==> config.mk <==
export PLATFORM = sky130hd
export DESIGN_NAME = module_teclado_captura
export DESIGN_NICKNAME = d
export VERILOG_FILES = /design/src/rtl/module_teclado_captura.sv
export SDC_FILE = /design/constraint.sdc
export NUM_CORES = 1
export LEC_CHECK = 0
export ABC_CLOCK_PERIOD_IN_PS = 5800
export BUFFER_PORTS_ARGS = -buffer_cell sky130_fd_sc_hd__buf_2
export CAP_MARGIN = 5
export CORE_UTILIZATION = 30
export DETAILED_ROUTE_END_ITERATION = 10
export PLACE_DENSITY = 0.55
export SYNTH_ARGS = -nofsm -noshare
export SYNTH_HDL_FRONTEND = slang
export SYNTH_SLANG_ARGS = --single-unit
export TNS_END_PERCENT = 50
==> constraint.sdc <==
create_clock -name clk -period 5.8 [get_ports clk]
set_input_delay 0.29 -clock clk [delete_from_list [all_inputs] [get_ports clk]]
set_output_delay 0.29 -clock clk [all_outputs]
set_load 0.005 [all_outputs]
==> src/rtl/module_teclado_captura.sv <==
// rtl/module_teclado_captura.sv - 4x4 keypad scanner, debouncer, decoder and operand capture
module module_teclado_captura #(
    parameter int SCAN_DIV = 1000,
    parameter int DEBOUNCE = 4
) (
    input  logic       clk,
    input  logic       rst,
    input  logic [3:0] fila,
    output logic [3:0] columna,
    output logic       key_valid,
    output logic [3:0] key_code,
    output logic [3:0] a,
    output logic [3:0] b,
    output logic       load_a,
    output logic       load_b,
    output logic       load_m
);
    localparam int TW = (SCAN_DIV > 1) ? $clog2(SCAN_DIV) : 1;
    localparam int DW = $clog2(DEBOUNCE + 1);
    localparam logic [TW-1:0] TICK_LAST  = TW'(SCAN_DIV - 1);
    localparam logic [DW-1:0] DEB_TARGET = DW'(DEBOUNCE);
    localparam logic [DW-1:0] DEB_ONE    = DW'(1);
    localparam logic [3:0]    KEY_STAR   = 4'd14;
    localparam logic [3:0]    KEY_HASH   = 4'd15;

    typedef enum logic [1:0] {SCAN, DEBO, HOLD, RELEASE} scan_state_t;
    typedef enum logic [1:0] {CAP_A, CAP_B, CAP_EQ, CAP_RES} cap_state_t;

    function automatic logic [3:0] decode_key(input logic [3:0] r_pat, input logic [3:0] c_pat);
        logic [1:0] r_idx;
        logic [1:0] c_idx;
        logic [3:0] code;
        r_idx = 2'd0;
        c_idx = 2'd0;
        for (int i = 0; i < 4; i++) begin
            if (!r_pat[i]) r_idx = 2'(i);
            if (!c_pat[i]) c_idx = 2'(i);
        end
        case ({r_idx, c_idx})
            4'h0: code = 4'd1;
            4'h1: code = 4'd2;
            4'h2: code = 4'd3;
            4'h3: code = 4'd10;
            4'h4: code = 4'd4;
            4'h5: code = 4'd5;
            4'h6: code = 4'd6;
            4'h7: code = 4'd11;
            4'h8: code = 4'd7;
            4'h9: code = 4'd8;
            4'hA: code = 4'd9;
            4'hB: code = 4'd12;
            4'hC: code = 4'd14;
            4'hD: code = 4'd0;
            4'hE: code = 4'd15;
            default: code = 4'd13;
        endcase
        return code;
    endfunction

    // fila is asynchronous to clk; everything downstream sees only rows
    logic [3:0] fila_meta;
    logic [3:0] rows;

    always_ff @(posedge clk) begin
        if (rst) begin
            fila_meta <= 4'hF;
            rows      <= 4'hF;
        end else begin
            fila_meta <= fila;
            rows      <= fila_meta;
        end
    end

    logic [TW-1:0] tick_cnt;
    logic          tick;

    assign tick = (tick_cnt == TICK_LAST);

    always_ff @(posedge clk) begin
        if (rst)       tick_cnt <= '0;
        else if (tick) tick_cnt <= '0;
        else           tick_cnt <= tick_cnt + 1'b1;
    end

    logic rows_idle;
    logic one_low;

    assign rows_idle = (rows == 4'hF);
    assign one_low   = (rows == 4'b1110) || (rows == 4'b1101) ||
                       (rows == 4'b1011) || (rows == 4'b0111);

    scan_state_t   scan_state, scan_next;
    logic [DW-1:0] deb_cnt, deb_cnt_next, deb_inc;
    logic [3:0]    row_pat, row_pat_next;
    logic [3:0]    columna_next;
    logic          key_valid_next;
    logic [3:0]    key_code_next;

    assign deb_inc = deb_cnt + 1'b1;

    always_comb begin
        scan_next      = scan_state;
        deb_cnt_next   = deb_cnt;
        row_pat_next   = row_pat;
        columna_next   = columna;
        key_valid_next = 1'b0;
        key_code_next  = key_code;
        case (scan_state)
            SCAN: begin
                if (tick) begin
                    if (rows_idle) begin
                        columna_next = {columna[2:0], columna[3]};
                    end else if (one_low) begin
                        row_pat_next = rows;
                        deb_cnt_next = DEB_ONE;
                        if (DEB_ONE >= DEB_TARGET) begin
                            scan_next      = HOLD;
                            key_valid_next = 1'b1;
                            key_code_next  = decode_key(rows, columna);
                        end else begin
                            scan_next = DEBO;
                        end
                    end else begin
                        deb_cnt_next = '0;
                        scan_next    = RELEASE;
                    end
                end
            end
            DEBO: begin
                if (tick) begin
                    if (rows == row_pat) begin
                        deb_cnt_next = deb_inc;
                        if (deb_inc >= DEB_TARGET) begin
                            scan_next      = HOLD;
                            key_valid_next = 1'b1;
                            key_code_next  = decode_key(row_pat, columna);
                        end
                    end else begin
                        deb_cnt_next = '0;
                        scan_next    = SCAN;
                    end
                end
            end
            HOLD: begin
                deb_cnt_next = '0;
                scan_next    = RELEASE;
            end
            default: begin
                // Column stays frozen until the keypad has been idle long enough
                if (tick) begin
                    if (!rows_idle) begin
                        deb_cnt_next = '0;
                    end else if (deb_inc >= DEB_TARGET) begin
                        deb_cnt_next = '0;
                        scan_next    = SCAN;
                    end else begin
                        deb_cnt_next = deb_inc;
                    end
                end
            end
        endcase
    end

    always_ff @(posedge clk) begin
        if (rst) begin
            scan_state <= SCAN;
            deb_cnt    <= '0;
            row_pat    <= 4'hF;
            columna    <= 4'b1110;
            key_valid  <= 1'b0;
            key_code   <= 4'd0;
        end else begin
            scan_state <= scan_next;
            deb_cnt    <= deb_cnt_next;
            row_pat    <= row_pat_next;
            columna    <= columna_next;
            key_valid  <= key_valid_next;
            key_code   <= key_code_next;
        end
    end

    cap_state_t cap_state, cap_next;
    logic [3:0] a_next, b_next;
    logic       load_a_next, load_b_next, load_m_next;
    logic       is_digit;

    assign is_digit = (key_code <= 4'd9);

    always_comb begin
        cap_next    = cap_state;
        a_next      = a;
        b_next      = b;
        load_a_next = 1'b0;
        load_b_next = 1'b0;
        load_m_next = 1'b0;
        if (key_valid) begin
            if (key_code == KEY_STAR) begin
                a_next   = 4'd0;
                b_next   = 4'd0;
                cap_next = CAP_A;
            end else begin
                case (cap_state)
                    CAP_A, CAP_RES: begin
                        if (is_digit) begin
                            a_next      = key_code;
                            load_a_next = 1'b1;
                            cap_next    = CAP_B;
                        end
                    end
                    CAP_B: begin
                        if (is_digit) begin
                            b_next      = key_code;
                            load_b_next = 1'b1;
                            cap_next    = CAP_EQ;
                        end
                    end
                    default: begin
                        if (key_code == KEY_HASH) begin
                            load_m_next = 1'b1;
                            cap_next    = CAP_RES;
                        end
                    end
                endcase
            end
        end
    end

    always_ff @(posedge clk) begin
        if (rst) begin
            cap_state <= CAP_A;
            a         <= 4'd0;
            b         <= 4'd0;
            load_a    <= 1'b0;
            load_b    <= 1'b0;
            load_m    <= 1'b0;
        end else begin
            cap_state <= cap_next;
            a         <= a_next;
            b         <= b_next;
            load_a    <= load_a_next;
            load_b    <= load_b_next;
            load_m    <= load_m_next;
        end
    end
endmodule

# Word-level counts from Yosys, hierarchy flattened
# Memories as Yosys holds them, arrays and structs flattened. A register that Yosys moved wholly into a read port is not among the register bits.
# Cells that the tools add are included.
# word_totals
register_bits,45
latch_bits,0
wordCells,117
memories,1
mem_bits_ro,64
ram_bits,0
inputBits,6
# memory_table
memory,depth,word_bits,rd,rd_clocked_by_memory_dff,wr,line,source
(name not given),16,4,1,1,0,39,"case ({r_idx, c_idx})"
# classes
eq_ne,19
shifts,0
order_cmp,2
bitwise_logic,7
n_reduce_logical,26
n_addsub,2
multipliers,0
muxes,46
n_div,0
# op_table
cell,count
2-bit two-way mux,25
4-bit equality test (second input constant),6
3-bit two-way mux,7
4-bit two-way mux,5
4-bit AND reduction,4
4-bit nonzero test,3
4-bit OR reduction,3
10-bit by 1-bit adder with 10-bit output (second input constant),1
10-bit equality test (second input constant),1
3-bit inequality test (second input constant),3
3-bit one-hot mux with 3 select lines,1
3-bit AND reduction,3
2-bit nonzero test,4
1-bit NOT,7
7-bit AND reduction,1
1-bit two-way mux,6
2-bit inequality test (second input constant),3
2-bit one-hot mux with 3 select lines,1
6-bit OR reduction,1
2-bit by 1-bit equality test with 1-bit output (second input constant),2
2-bit equality test (second input constant),2
4-bit by 3-bit equality test with 1-bit output (second input constant),1
4-bit equality test,1
4-bit <= comparator (second input constant),1
6 further kinds,10

# Depth between registers and ports, before layout
# Gate-level depths: netlist of run 1.
# depth
word_depth,8
mapped_depth,9

# Worst setup path after synthesis of run 1
# OpenSTA, ideal clock, no wires.
# synth_path
path_kind,register -> register
from,reg tick_cnt[0]
to,reg key_code[1]
required_ns,5.672
setup_slack_ns,3.919
setup_ns,0.128
path_stages_with_launch,8
arrival_time_ns,1.754
cell_sequence,dfxtp_1 > ha_1 > nand4b_1 > or3_1 > buf_6 > nor4_4 > mux2i_1 > nor2_1
# synth_between
elab_chain_cells,2
# synth_rtl
element,line,source
from (decl),74,logic [TW-1:0] tick_cnt;
from (signal assigned),82,else tick_cnt <= tick_cnt + 1'b1;
10-bit equality test,77,assign tick = (tick_cnt == TICK_LAST);
4-bit AND reduction (no source line),-,
to (decl),11,"output logic [3:0] key_code,"
# Every way passes these cells.
# A chain may end at the register's enable or synchronous reset.

# Worst setup path in the final report of run 1
# layout_path
from,reg tick_cnt[0]
to,reg key_code[2]
# The elaborated chain is that of the path after synthesis.

==> results of run 1 <==
## state kept, by name, indices dropped and copies added (netlist names), 3 cells and up
name,cells
a,4
b,4
columna,4
deb_cnt,3
fila_meta,4
key_code,4
row_pat,4
rows,4
tick_cnt,10
## worst max-delay path, cell delays in order, from the launching register on
cell and delay (ns):
sky130_fd_sc_hd__dfxtp_1 0.35, sky130_fd_sc_hd__ha_1 0.23, sky130_fd_sc_hd__nand4b_1 0.13, sky130_fd_sc_hd__or3_1 0.48, sky130_fd_sc_hd__nor4_4 0.48, sky130_fd_sc_hd__mux2i_1 0.23, sky130_fd_sc_hd__nor2_1 0.05
## final cells by class
class | count | share of cell area (%)
sequential | 49 | 38.1
multi-input combinational | 184 | 46.9
clock buffer | 5 | 2.67
timing repair buffer | 25 | 4.86
inverter | 13 | 1.89
tap | 99 | 4.81
clock inverter | 3 | 0.826
## kinds of logic (layout without fill, tap and decap cells)
kind of cell    after synthesis  after routing  share of synthesized area [%]
simple gates                106            106                           25.3
flops                        49             49                           43.0
compound gates               42             42                           11.6
buf+inv                      22             46                           4.06
xor+xnor                     15             15                           5.76
fa+ha+maj                    10             10                           5.49
mux                          11             11                           4.83
## synth_stat cells (3+ instances only)
library cell and instances:
sky130_fd_sc_hd__nand4_1 5, sky130_fd_sc_hd__o22ai_1 3, sky130_fd_sc_hd__nor3_1 6, sky130_fd_sc_hd__or3_1 3, sky130_fd_sc_hd__a21oi_1 12, sky130_fd_sc_hd__a22oi_1 5
sky130_fd_sc_hd__nor2b_1 5, sky130_fd_sc_hd__xnor2_1 11, sky130_fd_sc_hd__nor2_1 29, sky130_fd_sc_hd__nand2_1 24, sky130_fd_sc_hd__inv_1 13, sky130_fd_sc_hd__xor2_1 4
sky130_fd_sc_hd__nand4b_1 5, sky130_fd_sc_hd__o211ai_1 5, sky130_fd_sc_hd__mux2i_1 11, sky130_fd_sc_hd__nand3_1 7, sky130_fd_sc_hd__or2_2 8, sky130_fd_sc_hd__and3_1 3
sky130_fd_sc_hd__clkbuf_1 6, sky130_fd_sc_hd__o21ai_0 8, sky130_fd_sc_hd__ha_1 10, sky130_fd_sc_hd__dfxtp_1 49
## metrics by stage
stage	cells	hold WS (ns)	setup WS [ns]	area (um2)	power [uW]
after floorplan	255	0.389	3.92	2280	368
after global placement	370	0.394	3.78	2490	374
after detailed placement	370	0.392	3.71	2490	373
after CTS	378	0.156	3.70	2580	577
after global routing	378	0.150	3.55	2580	596
final	378	0.168	3.72	2580	566
## final timing paths
check	startpoint	slack, ns	to
setup reg to reg	tick_cnt[0]	3.72	key_code[2]
hold / removal	fila[2]	0.17	fila_meta[2]
setup / recovery	tick_cnt[0]	3.72	key_code[2]
hold reg to reg	fila_meta[0]	0.41	rows[0]
## layout by cell type, fill, tap and decap left out, types with 3 or more instances in the layout
cell type	netlist	layout
sky130_fd_sc_hd__nor2_1	29	29
sky130_fd_sc_hd__buf_2	0	25
sky130_fd_sc_hd__o211ai_1	5	5
sky130_fd_sc_hd__clkbuf_8	0	5
sky130_fd_sc_hd__dfxtp_1	49	49
sky130_fd_sc_hd__nand3_1	7	7
sky130_fd_sc_hd__or3_1	3	3
sky130_fd_sc_hd__a21oi_1	12	12
sky130_fd_sc_hd__ha_1	10	10
sky130_fd_sc_hd__mux2i_1	11	11
sky130_fd_sc_hd__o21ai_0	8	8
sky130_fd_sc_hd__nand4_1	5	5
sky130_fd_sc_hd__nor3_1	6	6
sky130_fd_sc_hd__xor2_1	4	4
sky130_fd_sc_hd__a22oi_1	5	5
sky130_fd_sc_hd__inv_1	13	13
sky130_fd_sc_hd__o22ai_1	3	3
sky130_fd_sc_hd__nand4b_1	5	5
sky130_fd_sc_hd__xnor2_1	11	11
sky130_fd_sc_hd__nor2b_1	5	5
sky130_fd_sc_hd__or2_2	8	8
sky130_fd_sc_hd__nand2_1	24	24
sky130_fd_sc_hd__and3_1	3	3
## power by group through the flow
stage / Clock, uW / Sequential [uW] / Combinational [uW]
2_1_floorplan: 0 / 350 / 17.8
3_3_place_gp: 0 / 352 / 22.3
3_5_place_dp: 0 / 352 / 21.5
4_1_cts: 212 / 344 / 21.7
5_1_grt: 228 / 345 / 24.1
6_report: 201 / 344 / 21.2
## layer usage
layer | up-vias | part of all wire (%) | global-route usage (%)
met3 | 5 | 3.1 | 2.77
li1 | 933 | - | -
met5 | - | 0 | 0
met1 | 803 | 50 | 14.8
met4 | 0 | 1.7 | 4.76
met2 | 30 | 45 | 19.0
==> impl_metrics.xml, run 1 <==
<?xml version="1.0" encoding="UTF-8"?>
<metrics>
  <group name="setup_path">
    <metric name="setup.worst_path.end_class" unit="">register</metric>
    <metric name="ff2ff_path_depth" unit="">6</metric>
    <metric name="timing.critical_path.required" unit="ns">5.97</metric>
    <metric name="critPathLaunchType" unit="">register</metric>
    <metric name="worst-setup-path-type" unit="">reg -&gt; reg</metric>
    <metric name="cp.arrival" unit="ns">2.25</metric>
    <metric name="critPathMaxFanout" unit="">6</metric>
  </group>
  <group name="drt">
    <metric name="dr.first_iter.drc_count" unit="">119</metric>
    <metric name="antenna_violation_net_count_after_detailed_routing" unit="">0</metric>
    <metric name="firstDrtPassIters" unit="">4</metric>
    <metric name="finalWirelength" unit="um">4230</metric>
    <metric name="via_count" unit="">1771</metric>
    <metric name="wl_per_cell" unit="um">11.2</metric>
    <metric name="route.detailed.vias_per_inst" unit="">4.69</metric>
    <metric name="post-route-drc-count" unit="">0</metric>
  </group>
  <group name="sta">
    <metric name="timing.final.max_slew_violations" unit="">0</metric>
    <metric name="max_freq" unit="MHz">480</metric>
    <metric name="post-route-min-period" unit="ns">2.08</metric>
    <metric name="finalSetupViolCount" unit="">0</metric>
    <metric name="max_slew_margin" unit="%">48.1</metric>
    <metric name="rsz0062_at_grt" unit="">no</metric>
    <metric name="worst_tran_pin_value" unit="ns">0.771</metric>
    <metric name="finalHoldViolCount" unit="">0</metric>
    <metric name="finalCritPeriodShare" unit="%">35.9</metric>
    <metric name="worst_clock_skew" unit="ns">0.0113</metric>
    <metric name="final.setup.tns" unit="ns">0</metric>
  </group>
  <group name="layout">
    <metric name="design.final.nets" unit="">294</metric>
    <metric name="final_util" unit="%">35.3</metric>
    <metric name="layout-area-overhead-vs-synth" unit="%">12.9</metric>
    <metric name="drive_gt1_share" unit="%">16.1</metric>
    <metric name="multiInputGateArea" unit="mm2">0.00121</metric>
    <metric name="antenna_cells_inserted" unit="">0</metric>
    <metric name="regArea" unit="um2">981</metric>
    <metric name="nFillCells" unit="">767</metric>
  </group>
  <group name="die">
    <metric name="die_w" unit="um">89.2</metric>
    <metric name="std_cell_rows" unit="">31</metric>
    <metric name="floorplan.initialDensity" unit="%">31.3</metric>
    <metric name="core_region_area" unit="mm2">0.00729</metric>
    <metric name="floorplan.io_pins" unit="">26</metric>
    <metric name="dieArea" unit="mm2">0.00796</metric>
    <metric name="die-height" unit="um">89.2</metric>
  </group>
  <group name="power_and_ir_drop">
    <metric name="worst_ir_drop_vdd" unit="V">0.0000912</metric>
    <metric name="cellInternalPower" unit="uW">434</metric>
    <metric name="p_seq_share" unit="%">60.8</metric>
    <metric name="clockPowerShare" unit="%">35.5</metric>
    <metric name="comb_power_share" unit="%">3.8</metric>
    <metric name="power.static_leakage" unit="uW">0.00105</metric>
    <metric name="power.density" unit="mW/mm2">220</metric>
    <metric name="net-switching-power" unit="uW">131</metric>
    <metric name="power.switching_fraction" unit="%">23.2</metric>
  </group>
  <group name="run_status">
    <metric name="status" unit="">finished, final reports clean</metric>
  </group>
  <group name="clocking">
    <metric name="post_cts_buffers" unit="">0</metric>
    <metric name="clock_insertion_delay_worst_skew" unit="ns">0.30</metric>
    <metric name="hold_buffers" unit="">0</metric>
    <metric name="postCtsResizedCells" unit="">0</metric>
    <metric name="ctsLongestPathBuffers" unit="">2</metric>
    <metric name="cts_root_buf" unit="">sky130_fd_sc_hd__clkbuf_8</metric>
    <metric name="cts.htree.levels" unit="">2</metric>
    <metric name="clock_tree_from_tritoncts" unit="">built</metric>
    <metric name="clock-sinks" unit="">49</metric>
    <metric name="clk_transition_reported_paths" unit="ns">0.09</metric>
    <metric name="cts_inserted_buffers" unit="">5</metric>
  </group>
  <group name="yosys">
    <metric name="synth.net_count" unit="">271</metric>
    <metric name="synth_async_sr_flop_share" unit="%">0</metric>
    <metric name="synth.top_cell.area_share" unit="%">43.0</metric>
    <metric name="yosys-top-cells-area" unit="">sky130_fd_sc_hd__dfxtp_1, sky130_fd_sc_hd__ha_1, sky130_fd_sc_hd__mux2i_1, sky130_fd_sc_hd__nor2_1, sky130_fd_sc_hd__xnor2_1</metric>
    <metric name="synth_edf_count" unit="">0</metric>
    <metric name="yosys_register_bits" unit="">49</metric>
    <metric name="syn_area_per_cell" unit="um2">8.94</metric>
    <metric name="number_of_warnings_printed_during_yosys_synthesis" unit="">0</metric>
    <metric name="netlist.top_cell.by_area" unit="">sky130_fd_sc_hd__dfxtp_1</metric>
    <metric name="ys_seq_area_share" unit="%">43.0</metric>
    <metric name="ys_dominant_reg_cell" unit="">sky130_fd_sc_hd__dfxtp_1</metric>
    <metric name="syn_area" unit="mm2">0.00228</metric>
    <metric name="count_of_unique_library_cells_instantiated_by_yosys" unit="">39</metric>
    <metric name="synthesis.instances" unit="">255</metric>
  </group>
  <group name="global_routing">
    <metric name="grt-ovfl-total" unit="">0</metric>
    <metric name="first_global_vias" unit="">1598</metric>
    <metric name="grt.total_usage" unit="%">11.7</metric>
    <metric name="global_route_wire_length_before_repair" unit="um">7210</metric>
    <metric name="grt_antenna_before_repair" unit="">0</metric>
    <metric name="grt_max_degree" unit="">36</metric>
  </group>
  <group name="min_path">
    <metric name="hold_class" unit="">in -&gt; reg</metric>
    <metric name="timing.hold.worst_path_depth" unit="">2</metric>
  </group>
  <group name="flow_run">
    <metric name="max-cap-violations" unit="">0</metric>
  </group>
  <group name="placed_design">
    <metric name="gp_congestion" unit="">0.851</metric>
    <metric name="post-dp-hpwl" unit="um">3040</metric>
    <metric name="numPortBuffers" unit="">25</metric>
  </group>
</metrics>
No activity file was read; power rests on OpenSTA's default activity.
==> run 2, diff against run 1 <==
--- a/config.mk
+++ b/config.mk
@@ -5,7 +5,7 @@
 export SDC_FILE = /design/constraint.sdc
 export NUM_CORES = 1
 export LEC_CHECK = 0
-export ABC_CLOCK_PERIOD_IN_PS = 5800
+export ABC_CLOCK_PERIOD_IN_PS = 2200
 export BUFFER_PORTS_ARGS = -buffer_cell sky130_fd_sc_hd__buf_2
 export CAP_MARGIN = 5
 export CORE_UTILIZATION = 30
==> constraint.sdc (replaced) <==
create_clock -name clk -period 2.2 [get_ports clk]
set_input_delay 0.11 -clock clk [delete_from_list [all_inputs] [get_ports clk]]
set_output_delay 0.11 -clock clk [all_outputs]
set_load 0.005 [all_outputs]
==> impl_metrics.xml, run 2 (synthesis gave the netlist of run 1 again) <==
<?xml version="1.0" encoding="UTF-8"?>
<metrics>
  <group name="sta">
    <metric name="finalCritPeriodShare" unit="%">93.2</metric>
    <metric name="worst_tran_pin_value" unit="ns">0.523</metric>
    <metric name="post-route-min-period" unit="ns">2.05</metric>
    <metric name="timing.final.max_slew_violations" unit="">0</metric>
    <metric name="fin_hold_ws" unit="ns">0.247</metric>
    <metric name="max_slew_margin" unit="%">64.9</metric>
    <metric name="rsz0062_at_grt" unit="">no</metric>
    <metric name="final.setup.tns" unit="ns">0</metric>
    <metric name="finalSetupViolCount" unit="">0</metric>
    <metric name="finalHoldViolCount" unit="">0</metric>
    <metric name="worst_clock_skew" unit="ns">0.00623</metric>
    <metric name="setup_slack" unit="ns">0.150</metric>
    <metric name="max_freq" unit="MHz">488</metric>
  </group>
  <group name="power_and_ir_drop">
    <metric name="power.switching_fraction" unit="%">22.6</metric>
    <metric name="power.total" unit="uW">1480</metric>
    <metric name="worst_ir_drop_vdd" unit="V">0.000246</metric>
    <metric name="comb_power_share" unit="%">4.5</metric>
    <metric name="power.static_leakage" unit="uW">0.00110</metric>
    <metric name="cellInternalPower" unit="uW">1150</metric>
    <metric name="clockPowerShare" unit="%">34.3</metric>
    <metric name="power.density" unit="mW/mm2">557</metric>
    <metric name="net-switching-power" unit="uW">334</metric>
    <metric name="p_seq_share" unit="%">61.2</metric>
  </group>
  <group name="setup_path">
    <metric name="worst-setup-path-type" unit="">reg -&gt; reg</metric>
    <metric name="timing.critical_path.required" unit="ns">2.38</metric>
    <metric name="critPathLaunchType" unit="">register</metric>
    <metric name="cp.arrival" unit="ns">2.23</metric>
    <metric name="setup.worst_path.end_class" unit="">register</metric>
    <metric name="cp_cell_sequence" unit="">ha_1, nand4b_1, or3_1, nor4_4, mux2i_1, nor2_1</metric>
    <metric name="worst_path_max_delay_cell" unit="">sky130_fd_sc_hd__or3_1</metric>
    <metric name="critPathMaxFanout" unit="">6</metric>
    <metric name="cpPeakStageDelay" unit="ns">0.47</metric>
    <metric name="worst-r2r-setup-slack" unit="ns">0.15</metric>
  </group>
  <group name="clocking">
    <metric name="postCtsResizedCells" unit="">0</metric>
    <metric name="clock_insertion_delay_worst_skew" unit="ns">0.30</metric>
    <metric name="ctsLongestPathBuffers" unit="">2</metric>
    <metric name="clock-sinks" unit="">49</metric>
    <metric name="cts_root_buf" unit="">sky130_fd_sc_hd__clkbuf_8</metric>
    <metric name="clock_tree_from_tritoncts" unit="">built</metric>
    <metric name="cts.htree.levels" unit="">2</metric>
    <metric name="cts_inserted_buffers" unit="">5</metric>
    <metric name="clk_transition_reported_paths" unit="ns">0.08</metric>
  </group>
  <group name="die">
    <metric name="die_w" unit="um">89.2</metric>
    <metric name="std_cell_rows" unit="">31</metric>
    <metric name="core_region_area" unit="mm2">0.00729</metric>
    <metric name="dieArea" unit="mm2">0.00796</metric>
    <metric name="die-height" unit="um">89.2</metric>
    <metric name="floorplan.initialDensity" unit="%">31.3</metric>
    <metric name="floorplan.io_pins" unit="">26</metric>
  </group>
  <group name="layout">
    <metric name="design.final.nets" unit="">305</metric>
    <metric name="layout-area-overhead-vs-synth" unit="%">16.7</metric>
    <metric name="drive_gt1_share" unit="%">17.6</metric>
    <metric name="mostFrequentLayoutCell" unit="">sky130_fd_sc_hd__dfxtp_1</metric>
    <metric name="commonest_non_fill_non_tap_cells_in_the_layout" unit="">sky130_fd_sc_hd__dfxtp_1, sky130_fd_sc_hd__nor2_1, sky130_fd_sc_hd__buf_2, sky130_fd_sc_hd__nand2_1, sky130_fd_sc_hd__inv_1</metric>
    <metric name="most_flops_register" unit="">tick_cnt</metric>
    <metric name="largest_register_ff_count" unit="">10</metric>
    <metric name="antenna_cells_inserted" unit="">0</metric>
  </group>
  <group name="flow_run">
    <metric name="max-cap-violations" unit="">0</metric>
  </group>
  <group name="global_routing">
    <metric name="first_global_vias" unit="">1715</metric>
    <metric name="grt_antenna_before_repair" unit="">0</metric>
    <metric name="grt.total_usage" unit="%">12.4</metric>
    <metric name="grt-ovfl-total" unit="">0</metric>
    <metric name="grt_max_degree" unit="">35</metric>
    <metric name="global_route_wire_length_before_repair" unit="um">7710</metric>
  </group>
  <group name="drt">
    <metric name="antenna_violation_net_count_after_detailed_routing" unit="">0</metric>
    <metric name="dr.first_iter.drc_count" unit="">157</metric>
    <metric name="finalWirelength" unit="um">4580</metric>
    <metric name="post-route-drc-count" unit="">0</metric>
    <metric name="route.detailed.vias_per_inst" unit="">4.75</metric>
    <metric name="firstDrtPassIters" unit="">4</metric>
    <metric name="wl_per_cell" unit="um">11.8</metric>
    <metric name="via_count" unit="">1846</metric>
  </group>
  <group name="placed_design">
    <metric name="numPortBuffers" unit="">25</metric>
    <metric name="dp_worst_setup_slack" unit="ns">0.133</metric>
    <metric name="post-dp-hpwl" unit="um">3210</metric>
    <metric name="gp_congestion" unit="">0.821</metric>
  </group>
  <group name="min_path">
    <metric name="hold_class" unit="">in -&gt; reg</metric>
  </group>
  <group name="run_status">
    <metric name="status" unit="">finished, final reports clean</metric>
  </group>
</metrics>
-- run 2: through the flow --
stage | cell area, um2 | cells | util, %
3_3_place_gp | 2540 | 377 | 34.8
4_1_cts | 2660 | 389 | 36.5
3_5_place_dp | 2540 | 377 | 34.8
6_report | 2660 | 389 | 36.5
2_1_floorplan | 2280 | 255 | -
5_1_grt | 2660 | 389 | 36.5
-- run 2: final timing paths --
path                       to         start  cells after the start
setup / recovery  key_code[3]   tick_cnt[0]                      6
hold / removal     columna[1]           rst                      3
setup reg to reg  key_code[3]   tick_cnt[0]                      6
hold reg to reg       rows[2]  fila_meta[2]                      1
-- run 2: repair_timing --
action,4_1_cts,5_1_grt
setup buffers,0,0
endpoints found under the hold margin,4,0
endpoints found under the setup margin,0,3
hold buffers,4,0
-- run 2: power groups by stage --
stage | Sequential, uW | Clock (uW) | Combinational, uW
global placement | 927 | 0 | 63.2
floorplan | 923 | 0 | 47.0
detailed placement | 927 | 0 | 61.3
CTS | 907 | 537 | 67.1
global route | 908 | 571 | 74.6
finish | 907 | 509 | 66.6
-- run 2: layout make-up --
type                            count  area [um2]
Clock inverter                      2        10.0
Sequential cell                    49         981
Tap cell                           99         124
Clock buffer                        6        72.6
Multi-Input combinational cell    184        1210
Timing Repair Buffer               36         218
Inverter                           13        48.8
Fill cell                         786        4630
-- run 2: layer usage --
layer / GRT usage [%] / routed length, um / part of all wire [%]
met1: 15.2 / 2220 / 48
met2: 21.5 / 2140 / 47
met3: 2.77 / 181 / 4.0
met4: 4.33 / 44 / 0.96
met5: 0 / 0 / 0
-- run 2: worst max-delay path, delay by kind of cell (launching register included) --
kind / cells / cell delay, ns
and+or+nand+nor: 4 / 1.11
muxes: 1 / 0.23
adders and majority gates: 1 / 0.23
DFF: 1 / 0.36
